### config.mk
export PLATFORM = sky130hd
export DESIGN_NAME = driver_cycle_mon_flat
export DESIGN_NICKNAME = d
export VERILOG_FILES = /design/src/rtl/driver_cycle_mon_pkg.sv /design/src/rtl/driver_cycle_mon_if.sv /design/src/rtl/driver_cycle_mon_hist_bank.sv /design/src/rtl/driver_cycle_mon.sv /design/src/flat_wrapper.sv
export SDC_FILE = /design/constraint.sdc
export NUM_CORES = 1
export LEC_CHECK = 0
export BUFFER_PORTS_ARGS = -buffer_cell sky130_fd_sc_hd__buf_2
export CELL_PAD_IN_SITES_DETAIL_PLACEMENT = 1
export CELL_PAD_IN_SITES_GLOBAL_PLACEMENT = 2
export CORE_UTILIZATION = 39
export DETAILED_ROUTE_END_ITERATION = 16
export HOLD_SLACK_MARGIN = 0.08
export PLACE_DENSITY_LB_ADDON = 0.1
export SLEW_MARGIN = 10
export SYNTH_ARGS = -nofsm -noshare
export SYNTH_HDL_FRONTEND = slang
export SYNTH_SLANG_ARGS = --single-unit
### constraint.sdc
create_clock -name clk -period 33.2 [get_ports clk]
set_input_delay 8.3 -clock clk [delete_from_list [all_inputs] [get_ports clk]]
set_output_delay 8.3 -clock clk [all_outputs]
set_load 0.02 [all_outputs]
### src/rtl/driver_cycle_mon_pkg.sv
// -----------------------------------------------------------------------------
// driver_mon_pkg
// Shared types and helpers for the driver FIFO cycle monitor.
//   mon_state_t : monitor FSM state encoding (IDLE / ARMED / RUN)
//   SAT16       : saturation value of the 16-bit interval counter
//   calc_bin    : value / range, clamped to the last of nbins bins
// -----------------------------------------------------------------------------
package driver_mon_pkg;

    typedef enum logic [1:0] {
        IDLE  = 2'd0,
        ARMED = 2'd1,
        RUN   = 2'd2
    } mon_state_t;

    localparam logic [15:0] SAT16 = 16'hFFFF;

    // Anything past the covered span lands in the last bin.
    function automatic int unsigned calc_bin(input logic [15:0]  value,
                                             input int unsigned  range,
                                             input int unsigned  nbins);
        int unsigned q;
        q = 32'(value) / range;
        if (q > nbins - 1) begin
            q = nbins - 1;
        end
        return q;
    endfunction

endpackage

### src/rtl/driver_cycle_mon_if.sv
// -----------------------------------------------------------------------------
// driver_cycle_mon_if
// FIFO-side strobe bundle observed by the cycle monitor.
//   program_start  : 1-cycle pulse, clears statistics and arms the monitor
//   active_program : measurement enable
//   fifo_pop       : 1-cycle strobe per word consumed from the FIFO
//   words_in_fifo  : FIFO occupancy, valid alongside fifo_pop
// master = FIFO/driver side (drives), slave = monitor (observes).
// -----------------------------------------------------------------------------
interface driver_cycle_mon_if;

    logic        program_start;
    logic        active_program;
    logic        fifo_pop;
    logic [15:0] words_in_fifo;

    modport master (
        output program_start,
        output active_program,
        output fifo_pop,
        output words_in_fifo
    );

    modport slave (
        input  program_start,
        input  active_program,
        input  fifo_pop,
        input  words_in_fifo
    );

endinterface

### src/rtl/driver_cycle_mon_hist_bank.sv
// -----------------------------------------------------------------------------
// mon_hist_bank
// Array of saturating histogram counters, one per bin.
//   clk, reset : clock, async active-high reset
//   clear      : synchronous clear of every counter (wins over inc_valid)
//   inc_valid  : increment the counter selected by inc_idx
//   inc_idx    : bin to increment
//   cnts       : counter array, registered
// Counters are incremented in place from their own flops, so increments on
// consecutive cycles to the same bin all land.
// -----------------------------------------------------------------------------
module mon_hist_bank #(
    parameter  int NUM_BINS = 16,
    parameter  int CNT_W    = 16,
    localparam int IDX_W    = (NUM_BINS > 1) ? $clog2(NUM_BINS) : 1
) (
    input  logic                               clk,
    input  logic                               reset,
    input  logic                               clear,
    input  logic                               inc_valid,
    input  logic [IDX_W-1:0]                   inc_idx,
    output logic [NUM_BINS-1:0][CNT_W-1:0]     cnts
);

    logic [NUM_BINS-1:0][CNT_W-1:0] cnts_q;
    logic [NUM_BINS-1:0][CNT_W-1:0] cnts_d;

    always_comb begin
        cnts_d = cnts_q;
        if (clear) begin
            cnts_d = '0;
        end else if (inc_valid && (cnts_q[inc_idx] != {CNT_W{1'b1}})) begin
            // Stop at all-ones rather than wrapping back to zero.
            cnts_d[inc_idx] = cnts_q[inc_idx] + CNT_W'(1);
        end
    end

    always_ff @(posedge clk or posedge reset) begin
        if (reset) begin
            cnts_q <= '0;
        end else begin
            cnts_q <= cnts_d;
        end
    end

    assign cnts = cnts_q;

endmodule

### src/rtl/driver_cycle_mon.sv
// -----------------------------------------------------------------------------
// driver_cycle_mon
// Measures clk cycles between consecutive FIFO pops during an active program
// and histograms both the interval and the FIFO fill level seen at each pop.
//   clk, reset     : clock, async active-high reset
//   mon_if         : FIFO strobe bundle (program_start, active_program,
//                    fifo_pop, words_in_fifo)
//   cycle_cnt      : last measured interval
//   mon_cnts       : interval histogram, MON_CNT_RANGE cycles per bin
//   fifo_mon_cnts  : fill-level histogram, bin = words_in_fifo >> LEVEL_SHIFT
//   interval_sat   : sticky, an interval reached 16'hFFFF
//
// State table
//   state | meaning
//   IDLE  | not measuring; pops ignored until program_start
//   ARMED | stats cleared; first pop only starts the interval timer
//   RUN   | timing; each pop closes an interval and feeds the histograms
//
// Pipeline: a pop in RUN captures ivl/bin/lvl in S1; the next cycle (S2) the
// histogram banks increment and cycle_cnt loads, so results show 2 cycles
// after the pop.
// -----------------------------------------------------------------------------
module driver_cycle_mon
    import driver_mon_pkg::*;
#(
    parameter  int MON_CNT_RANGE = 8,
    parameter  int MON_CNT_SIZE  = 16,
    parameter  int MAX_CYCLE_CNT = 128,
    parameter  int LEVEL_SHIFT   = 6,
    localparam int NUM_BINS      = MAX_CYCLE_CNT / MON_CNT_RANGE,
    localparam int BIN_W         = (NUM_BINS > 1) ? $clog2(NUM_BINS) : 1
) (
    input  logic                                   clk,
    input  logic                                   reset,
    driver_cycle_mon_if.slave                      mon_if,
    output logic [15:0]                            cycle_cnt,
    output logic [NUM_BINS-1:0][MON_CNT_SIZE-1:0]  mon_cnts,
    output logic [NUM_BINS-1:0][MON_CNT_SIZE-1:0]  fifo_mon_cnts,
    output logic                                   interval_sat
);

    logic        start;
    logic        active;
    logic        pop;
    logic [15:0] words;

    assign start  = mon_if.program_start;
    assign active = mon_if.active_program;
    assign pop    = mon_if.fifo_pop;
    assign words  = mon_if.words_in_fifo;

    mon_state_t  state_q, state_d;

    logic        pop_arm;
    logic        pop_take;
    logic        cnt_run;

    logic [15:0] ivl_cnt_q, ivl_cnt_d;
    logic [15:0] ivl;

    logic             s1_valid_q, s1_valid_d;
    logic [15:0]      s1_ivl_q,   s1_ivl_d;
    logic [BIN_W-1:0] s1_bin_q,   s1_bin_d;
    logic [BIN_W-1:0] s1_lvl_q,   s1_lvl_d;

    logic        s2_fire;
    logic [15:0] cycle_cnt_q, cycle_cnt_d;
    logic        interval_sat_q, interval_sat_d;

    // ---------------------------------------------------------------- FSM
    always_ff @(posedge clk or posedge reset) begin
        if (reset) begin
            state_q <= IDLE;
        end else begin
            state_q <= state_d;
        end
    end

    always_comb begin
        state_d = state_q;
        if (start) begin
            state_d = ARMED;
        end else if (!active) begin
            state_d = IDLE;
        end else begin
            case (state_q)
                ARMED:   if (pop) state_d = RUN;
                default: state_d = state_q;
            endcase
        end
    end

    // program_start drops any pop in the same cycle.
    always_comb begin
        pop_arm  = 1'b0;
        pop_take = 1'b0;
        cnt_run  = 1'b0;
        case (state_q)
            ARMED: begin
                pop_arm = pop && active && !start;
            end
            RUN: begin
                cnt_run  = 1'b1;
                pop_take = pop && active && !start;
            end
            default: begin
                pop_arm  = 1'b0;
                pop_take = 1'b0;
            end
        endcase
    end

    // ----------------------------------------------------- interval counter
    // The counter holds cycles elapsed since the last pop minus one, so the
    // interval closed by a pop is counter+1 (saturating).
    assign ivl = (ivl_cnt_q == SAT16) ? SAT16 : ivl_cnt_q + 16'd1;

    always_comb begin
        ivl_cnt_d = ivl_cnt_q;
        if (start || pop_arm || pop_take) begin
            ivl_cnt_d = '0;
        end else if (cnt_run && (ivl_cnt_q != SAT16)) begin
            ivl_cnt_d = ivl_cnt_q + 16'd1;
        end
    end

    // ----------------------------------------------------------- stage S1
    always_comb begin
        s1_valid_d = pop_take;
        s1_ivl_d   = s1_ivl_q;
        s1_bin_d   = s1_bin_q;
        s1_lvl_d   = s1_lvl_q;
        if (pop_take) begin
            s1_ivl_d = ivl;
            s1_bin_d = BIN_W'(calc_bin(ivl, MON_CNT_RANGE, NUM_BINS));
            s1_lvl_d = BIN_W'(calc_bin(words, 32'd1 << LEVEL_SHIFT, NUM_BINS));
        end
    end

    // ----------------------------------------------------------- stage S2
    // An S1 entry still completes after active_program drops, but a
    // program_start in the same cycle discards it.
    assign s2_fire = s1_valid_q && !start;

    always_comb begin
        cycle_cnt_d    = cycle_cnt_q;
        interval_sat_d = interval_sat_q;
        if (start) begin
            cycle_cnt_d    = '0;
            interval_sat_d = 1'b0;
        end else if (s2_fire) begin
            cycle_cnt_d = s1_ivl_q;
            if (s1_ivl_q == SAT16) begin
                interval_sat_d = 1'b1;
            end
        end
    end

    always_ff @(posedge clk or posedge reset) begin
        if (reset) begin
            ivl_cnt_q      <= '0;
            s1_valid_q     <= 1'b0;
            s1_ivl_q       <= '0;
            s1_bin_q       <= '0;
            s1_lvl_q       <= '0;
            cycle_cnt_q    <= '0;
            interval_sat_q <= 1'b0;
        end else begin
            ivl_cnt_q      <= ivl_cnt_d;
            s1_valid_q     <= s1_valid_d;
            s1_ivl_q       <= s1_ivl_d;
            s1_bin_q       <= s1_bin_d;
            s1_lvl_q       <= s1_lvl_d;
            cycle_cnt_q    <= cycle_cnt_d;
            interval_sat_q <= interval_sat_d;
        end
    end

    // ------------------------------------------------------ histogram banks
    mon_hist_bank #(
        .NUM_BINS (NUM_BINS),
        .CNT_W    (MON_CNT_SIZE)
    ) u_ivl_bank (
        .clk       (clk),
        .reset     (reset),
        .clear     (start),
        .inc_valid (s2_fire),
        .inc_idx   (s1_bin_q),
        .cnts      (mon_cnts)
    );

    mon_hist_bank #(
        .NUM_BINS (NUM_BINS),
        .CNT_W    (MON_CNT_SIZE)
    ) u_lvl_bank (
        .clk       (clk),
        .reset     (reset),
        .clear     (start),
        .inc_valid (s2_fire),
        .inc_idx   (s1_lvl_q),
        .cnts      (fifo_mon_cnts)
    );

    assign cycle_cnt    = cycle_cnt_q;
    assign interval_sat = interval_sat_q;

endmodule

### src/flat_wrapper.sv
// flat-port wrapper written by rule: the top's interface ports become plain ports
module driver_cycle_mon_flat import driver_mon_pkg::*;
#(
    parameter  int MON_CNT_RANGE = 8,
    parameter  int MON_CNT_SIZE  = 16,
    parameter  int MAX_CYCLE_CNT = 128,
    parameter  int LEVEL_SHIFT   = 6,
    localparam int NUM_BINS      = MAX_CYCLE_CNT / MON_CNT_RANGE,
    localparam int BIN_W         = (NUM_BINS > 1) ? $clog2(NUM_BINS) : 1
)
  (clk, reset, cycle_cnt, mon_cnts, fifo_mon_cnts, interval_sat, mon_if_program_start, mon_if_active_program, mon_if_fifo_pop, mon_if_words_in_fifo);
  driver_cycle_mon_if mon_if_i ();
  input  logic clk;
  input  logic reset;
  output logic [15:0] cycle_cnt;
  output logic [NUM_BINS-1:0][MON_CNT_SIZE-1:0] mon_cnts;
  output logic [NUM_BINS-1:0][MON_CNT_SIZE-1:0] fifo_mon_cnts;
  output logic interval_sat;
  input wire logic [$bits(mon_if_i.program_start)-1:0] mon_if_program_start;
  input wire logic [$bits(mon_if_i.active_program)-1:0] mon_if_active_program;
  input wire logic [$bits(mon_if_i.fifo_pop)-1:0] mon_if_fifo_pop;
  input wire logic [$bits(mon_if_i.words_in_fifo)-1:0] mon_if_words_in_fifo;
  assign mon_if_i.program_start = mon_if_program_start;
  assign mon_if_i.active_program = mon_if_active_program;
  assign mon_if_i.fifo_pop = mon_if_fifo_pop;
  assign mon_if_i.words_in_fifo = mon_if_words_in_fifo;
  driver_cycle_mon #(.MON_CNT_RANGE(MON_CNT_RANGE), .MON_CNT_SIZE(MON_CNT_SIZE), .MAX_CYCLE_CNT(MAX_CYCLE_CNT), .LEVEL_SHIFT(LEVEL_SHIFT)) u_core (.clk(clk), .reset(reset), .mon_if(mon_if_i), .cycle_cnt(cycle_cnt), .mon_cnts(mon_cnts), .fifo_mon_cnts(fifo_mon_cnts), .interval_sat(interval_sat));
endmodule
### Word-level counts from Yosys, hierarchy flattened

Cells that the tools add are included.

* register bits: 572
* bits of input ports: 21
* output and inout port bits: 529
* logic and storage cells: 107

* add/subtract/negate cells: 3
* $lt $le $gt $ge: 6
* equal/unequal tests: 9
* multiplexer cells: 31
* reductions and logical operators: 18

Operators with widths (number)
* two-way mux 256 bit: 4
* bitwise mux 256 bit: 2
* two-way mux 16 bit: 9
* binary-select mux 16 bit (select 4 bit): 2
* demux 16 bit (select 4 bit): 2
* adder 16 x 1 -> 16 bit (second input constant): 3
* inequality test 16 bit (second input constant): 3
* == test 16 bit (second input constant): 2
* > comparator 13 x 4 -> 1 bit (second input constant): 1
* > comparator 10 x 4 -> 1 bit (second input constant): 1
* < comparator 4 x 5 -> 1 bit (second input constant): 2
* nonzero test 2 bit: 5
* >= comparator 4 x 1 -> 1 bit (second input constant): 2
* logical AND 1 bit: 8
* two-way mux 2 bit: 4
* two-way mux 4 bit: 2
* two-way mux 1 bit: 6
* inequality test 3 x 2 -> 1 bit (second input constant): 2
* AND reduction 2 bit: 2
* == test 2 x 1 -> 1 bit (second input constant): 1
* == test 2 bit (second input constant): 1
* logical OR 1 bit: 2
* zero test 1 bit: 1

### Longest topological paths before layout

* depth in word-level cells: 7
* gate-level depth with buffers: 16
* mapped depth without buffers: 9

### By module

From an unflattened synthesis, not the netlist that was laid out.

* cells, all modules: 2012
* area, all modules: 26827.0 sq um

By module, submodules not included
* mon_hist_bank: instances 2, cells each 859, area an instance 11956.5 sq um, seq. area each 6406.1 sq um
* driver_cycle_mon: instances 1, cells each 294, area an instance 2914.0 sq um, seq. area each 1501.4 sq um

### Worst setup path after synthesis

Ideal clock, no wire load.

* path type: input to register
* start point: in mon_if_program_start
* end point: reg u_core.u_ivl_bank.cnts_q, in the netlist u_core.u_ivl_bank.cnts[68]
* setup time: 0.077 ns
* arrival: 10.162 ns
* data required time: 33.123 ns
* slack: 22.961 ns
* stages on the path: 6
* path buffers: 2
* cell sequence: clkbuf_1 nand2b_1 nor3_1 nand3_4 buf_6 o21ai_1

* word-level cells in the longest chain between the ends: 4
* elaborated cells on any way between the ends: 5
* classes of those cells: mux: 1; reduce/logical: 4

Ends and longest elaborated chain
* start, declared: RTL line flat_wrapper.sv:19 `input wire logic [$bits(mon_if_i.program_start)-1:0] mon_if_program_start;`
* zero test 1 bit: RTL line driver_cycle_mon.sv:143 `assign s2_fire = s1_valid_q && !start;`
* logical AND 1 bit: RTL line driver_cycle_mon.sv:143
* logical AND 1 bit: RTL line driver_cycle_mon_hist_bank.sv:32 `end else if (inc_valid && (cnts_q[inc_idx] != {CNT_W{1'b1}})) begin`
* nonzero test 2 bit (no line)
* end signal, assigned: RTL line driver_cycle_mon_hist_bank.sv:42 `cnts_q <= cnts_d;`
* end, declared: RTL line driver_cycle_mon_hist_bank.sv:25 `logic [NUM_BINS-1:0][CNT_W-1:0] cnts_q;`

Parallel ways exist; a longest one is shown, timed or not.
A chain may end at the register's enable or synchronous reset.

### Final worst setup path

* start point: in mon_if_program_start
* end point: reg u_core.s1_bin_q[3]

* word-level cells in the longest chain between the ends: 3

Ends and longest elaborated chain
* zero test 1 bit: RTL line driver_cycle_mon.sv:104 `pop_take = pop && active && !start;`
* logical AND 1 bit: RTL line driver_cycle_mon.sv:104
* two-way mux 1 bit: RTL line driver_cycle_mon.sv:98 `case (state_q)`
* end signal, assigned: RTL line driver_cycle_mon.sv:172 `s1_bin_q <= s1_bin_d;`
* end, declared: RTL line driver_cycle_mon.sv:63 `logic [BIN_W-1:0] s1_bin_q, s1_bin_d;`

No other way between the ends.

==> flow_metrics.tcl <==
set metrics [dict create \
    status "complete, no violations" \
    grt_pass1_wl_um 157000 \
    muxShareOfSynthArea 0.118 \
    drv_cap 0 \
    synth-compound-area-share 0.182 \
    ctsResizeCount 0 \
    cts_hold_buf 0 \
    fill_cells 7232 \
    cts_root_buf "clkbuf_16" \
    dp_hpwl_um 75000 \
    power.density_nw_per_um2 49.6 \
    grt_start_max_net_pins 169 \
    internal-power_uw 1180 \
    finalSetupViolCount 0 \
    cts_tree "built" \
    ys_ff_latch 572 \
    initial_core_util 0.396 \
    seqCellArea_um2 14300 \
    worst_ir_drop_vdd_mv 0.0358 \
    numCtsBuffers 66 \
    clkSinkCount 572 \
    rsz0062_at_grt "no" \
    area_growth_pct 19.7 \
    grtUsageTotal 0.302 \
    cts.htree.levels 3 \
    timing.final.crit_share 0.311 \
    totalPowerFinal_uw 1590 \
    drv_slew 0 \
    synth_top_family_by_area "compound AO/OA/AOI/OAI gates" \
    grt_overflow 0 \
    critPathLaunchType "input pin" \
    ant_nets 0 \
    drt_iter0_drc 1490 \
    core_um2 67500 \
    worst_r2r_path_depth 10 \
    synth.cell_area_um2 26700 \
    multi_input_area_um2 11300 \
    rows 95 \
    dieArea_um2 69600 \
    via_per_inst 5.92 \
    yosysWarningCount 0 \
    cts.clk_slew.worst_paths_ns 0.06 \
    critPathArrivalTime_ns 10.77 \
    synth_fa_ha_area_frac 0.00140 \
    drive_above_1_share 0.345 \
    fmax_mhz 96.8 \
    synth-edff-count 0 \
    seqPwrFrac 0.455 \
    cp_max_fo 42 \
    min_period_ns 10.33 \
    swShare 0.255 \
    worst_ep_required_time_ns 33.64 \
    syn_nets 2179 \
    syn_area_per_cell_um2 12.4 \
    clock_skew_ns 0.0195 \
    p_sw_uw 406 \
    tightest_slew_ns 1.24 \
    ioPinCount 550 \
    vias 21000 \
    firstDrtPassIters 5 \
    leakagePower_uw 0.0148 \
    slew_headroom 0.173 \
    hold_depth 2 \
    gp_congestion 0.863 \
    wl_per_cell_um 29.6 \
    insertion_delay_ns 0.61 \
    die_h_um 264 \
    io_buffers 543 \
    finalHoldViolCount 0 \
    synthArstFlopShare 1.00 \
    most-common-layout-cells "568 x dfrtp_1, 542 x buf_2, 339 x nand2_1" \
    crit_path_end_kind "flop" \
    remaining_drc_errors 0 \
    grt_antenna_before_repair 0 \
    grt_pass1_vias 22300 \
    comb_power_share 0.073 \
    clkPwrFrac 0.472 \
    crit_type "in2reg" \
    clockBufferDepth 3 \
    synth.distinct_cells 70 \
    synth_ff_type "dfrtp_1" \
    synth_xor_area_frac 0.0139 \
    hp-class "reg2reg" \
    yosysSeqAreaShare 0.535 \
    routed_wl_um 105000 \
    yosys.area_share.simple 0.102 \
    syn_inst 2155 \
    postCtsSetupBuffers 0 \
    die_width_um 264 \
    final_common_cell "dfrtp_1" \
    setup-tns-final_ns 0 \
    nNetsFinal 2655 \
]
## sequential cells by signal (all words and copies together) (netlist names)
name and flops:
u_core.cycle_cnt 16, u_core.ivl_cnt_q 16, u_core.state_q 2, u_core.s1_ivl_q 16, u_core.u_ivl_bank.cnts 256, u_core.s1_bin_q 4, u_core.interval_sat 1, u_core.s1_valid_q 1
u_core.s1_lvl_q 4, u_core.u_lvl_bank.cnts 256
## routing by layer
metal  vias up  track usage  wire [um]
met2       680        0.521      53300
met3       163       0.0559       5920
met1     11200        0.379      42500
met4         0        0.112       3470
li1       8997            -          -
met5         -            0          0
## synthesized netlist by cell type (all sizes together), types with 3 or more instances
library cell	number	area [um^2]
and2	3	18.8
and4	5	48.8
nand4	14	103
a22o	5	43.8
nor2b	9	56.3
xor2	16	140
nor2	74	283
nand2	342	1290
nand3	53	538
nor3b	4	40.0
mux4	128	2970
nor4	5	52.6
o21ai	276	1460
a21oi	23	175
dfrtp	572	14300
o2bb2ai	256	2240
a31oi	32	432
ha	3	37.5
nor3	12	60.1
o22a	4	35.0
o31ai	3	22.5
xnor2	24	233
and3	13	81.3
nand2b	8	50.1
inv	9	33.8
buf	123	1020
mux2i	17	174
a22oi	51	383
clkbuf	53	210
## kinds of logic after synthesis
kind of cell,after synthesis
AND/OR/NAND/NOR,553
XOR/XNOR,40
AO/OA/AOI/OAI,655
multiplexers,147
flip-flops,572
buffers and inverters,185
adder cells (fa/ha/maj),3
## path summary, 6_finish.rpt
kind / from / endpoint / slack, ns
min in group asynchronous: reset / u_core.u_ivl_bank.cnts[90]$_DFFE_PP0P_ / 7.85
min: u_core.u_ivl_bank.cnts[66]$_DFFE_PP0P_ / u_core.u_ivl_bank.cnts[66]$_DFFE_PP0P_ / 0.50
max: mon_if_program_start / u_core.s1_bin_q[3]$_DFFE_PP0P_ / 22.87
min reg2reg: u_core.u_ivl_bank.cnts[66]$_DFFE_PP0P_ / u_core.u_ivl_bank.cnts[66]$_DFFE_PP0P_ / 0.50
max reg2reg: u_core.s1_lvl_q[1]$_DFFE_PP0P_ / u_core.u_lvl_bank.cnts[2]$_DFFE_PP0P_ / 27.26
max in group asynchronous: reset / u_core.u_lvl_bank.cnts[133]$_DFFE_PP0P_ / 23.07
## critical path, cell delays in order
cell,delay (ns)
buf_4,0.24
buf_4,0.35
nor2b_1,0.19
nand2_1,0.08
nor2_2,0.07
buf_4,0.37
nand3_1,0.14
nor4_1,0.81
a21oi_1,0.18
## stage by stage
step	utilization	instance area (um^2)	setup slack [ns]	hold WS [ns]	instances
floorplan	-	26700	8.90	0.491	2155
global placement	0.441	29800	22.39	0.477	3436
detailed placement	0.441	29800	22.30	0.492	3436
CTS	0.473	32000	22.95	0.505	3552
global route	0.474	32000	22.65	0.525	3552
finish	0.474	32000	22.87	0.503	3553
## cell type report
| cell class | instances | area share |
|---|---|---|
| inverters | 9 | 0.00129 |
| diodes | 1 | 0.0000782 |
| clock inverters | 17 | 0.00708 |
| multi-input cells | 1398 | 0.353 |
| repair buffers | 584 | 0.0954 |
| well taps | 873 | 0.0341 |
| clock buffers | 99 | 0.0618 |
| flip-flops and latches | 572 | 0.448 |
## power by group through the flow
stage / Sequential (uW) / Combinational, uW / Clock (uW)
2_1_floorplan: 719 / 105 / 0
5_1_grt: 723 / 124 / 788
6_report: 722 / 117 / 749
3_5_place_dp: 735 / 118 / 0
3_3_place_gp: 735 / 116 / 0
4_1_cts: 722 / 118 / 763
Note: power is estimated with default switching activity, not from simulation.
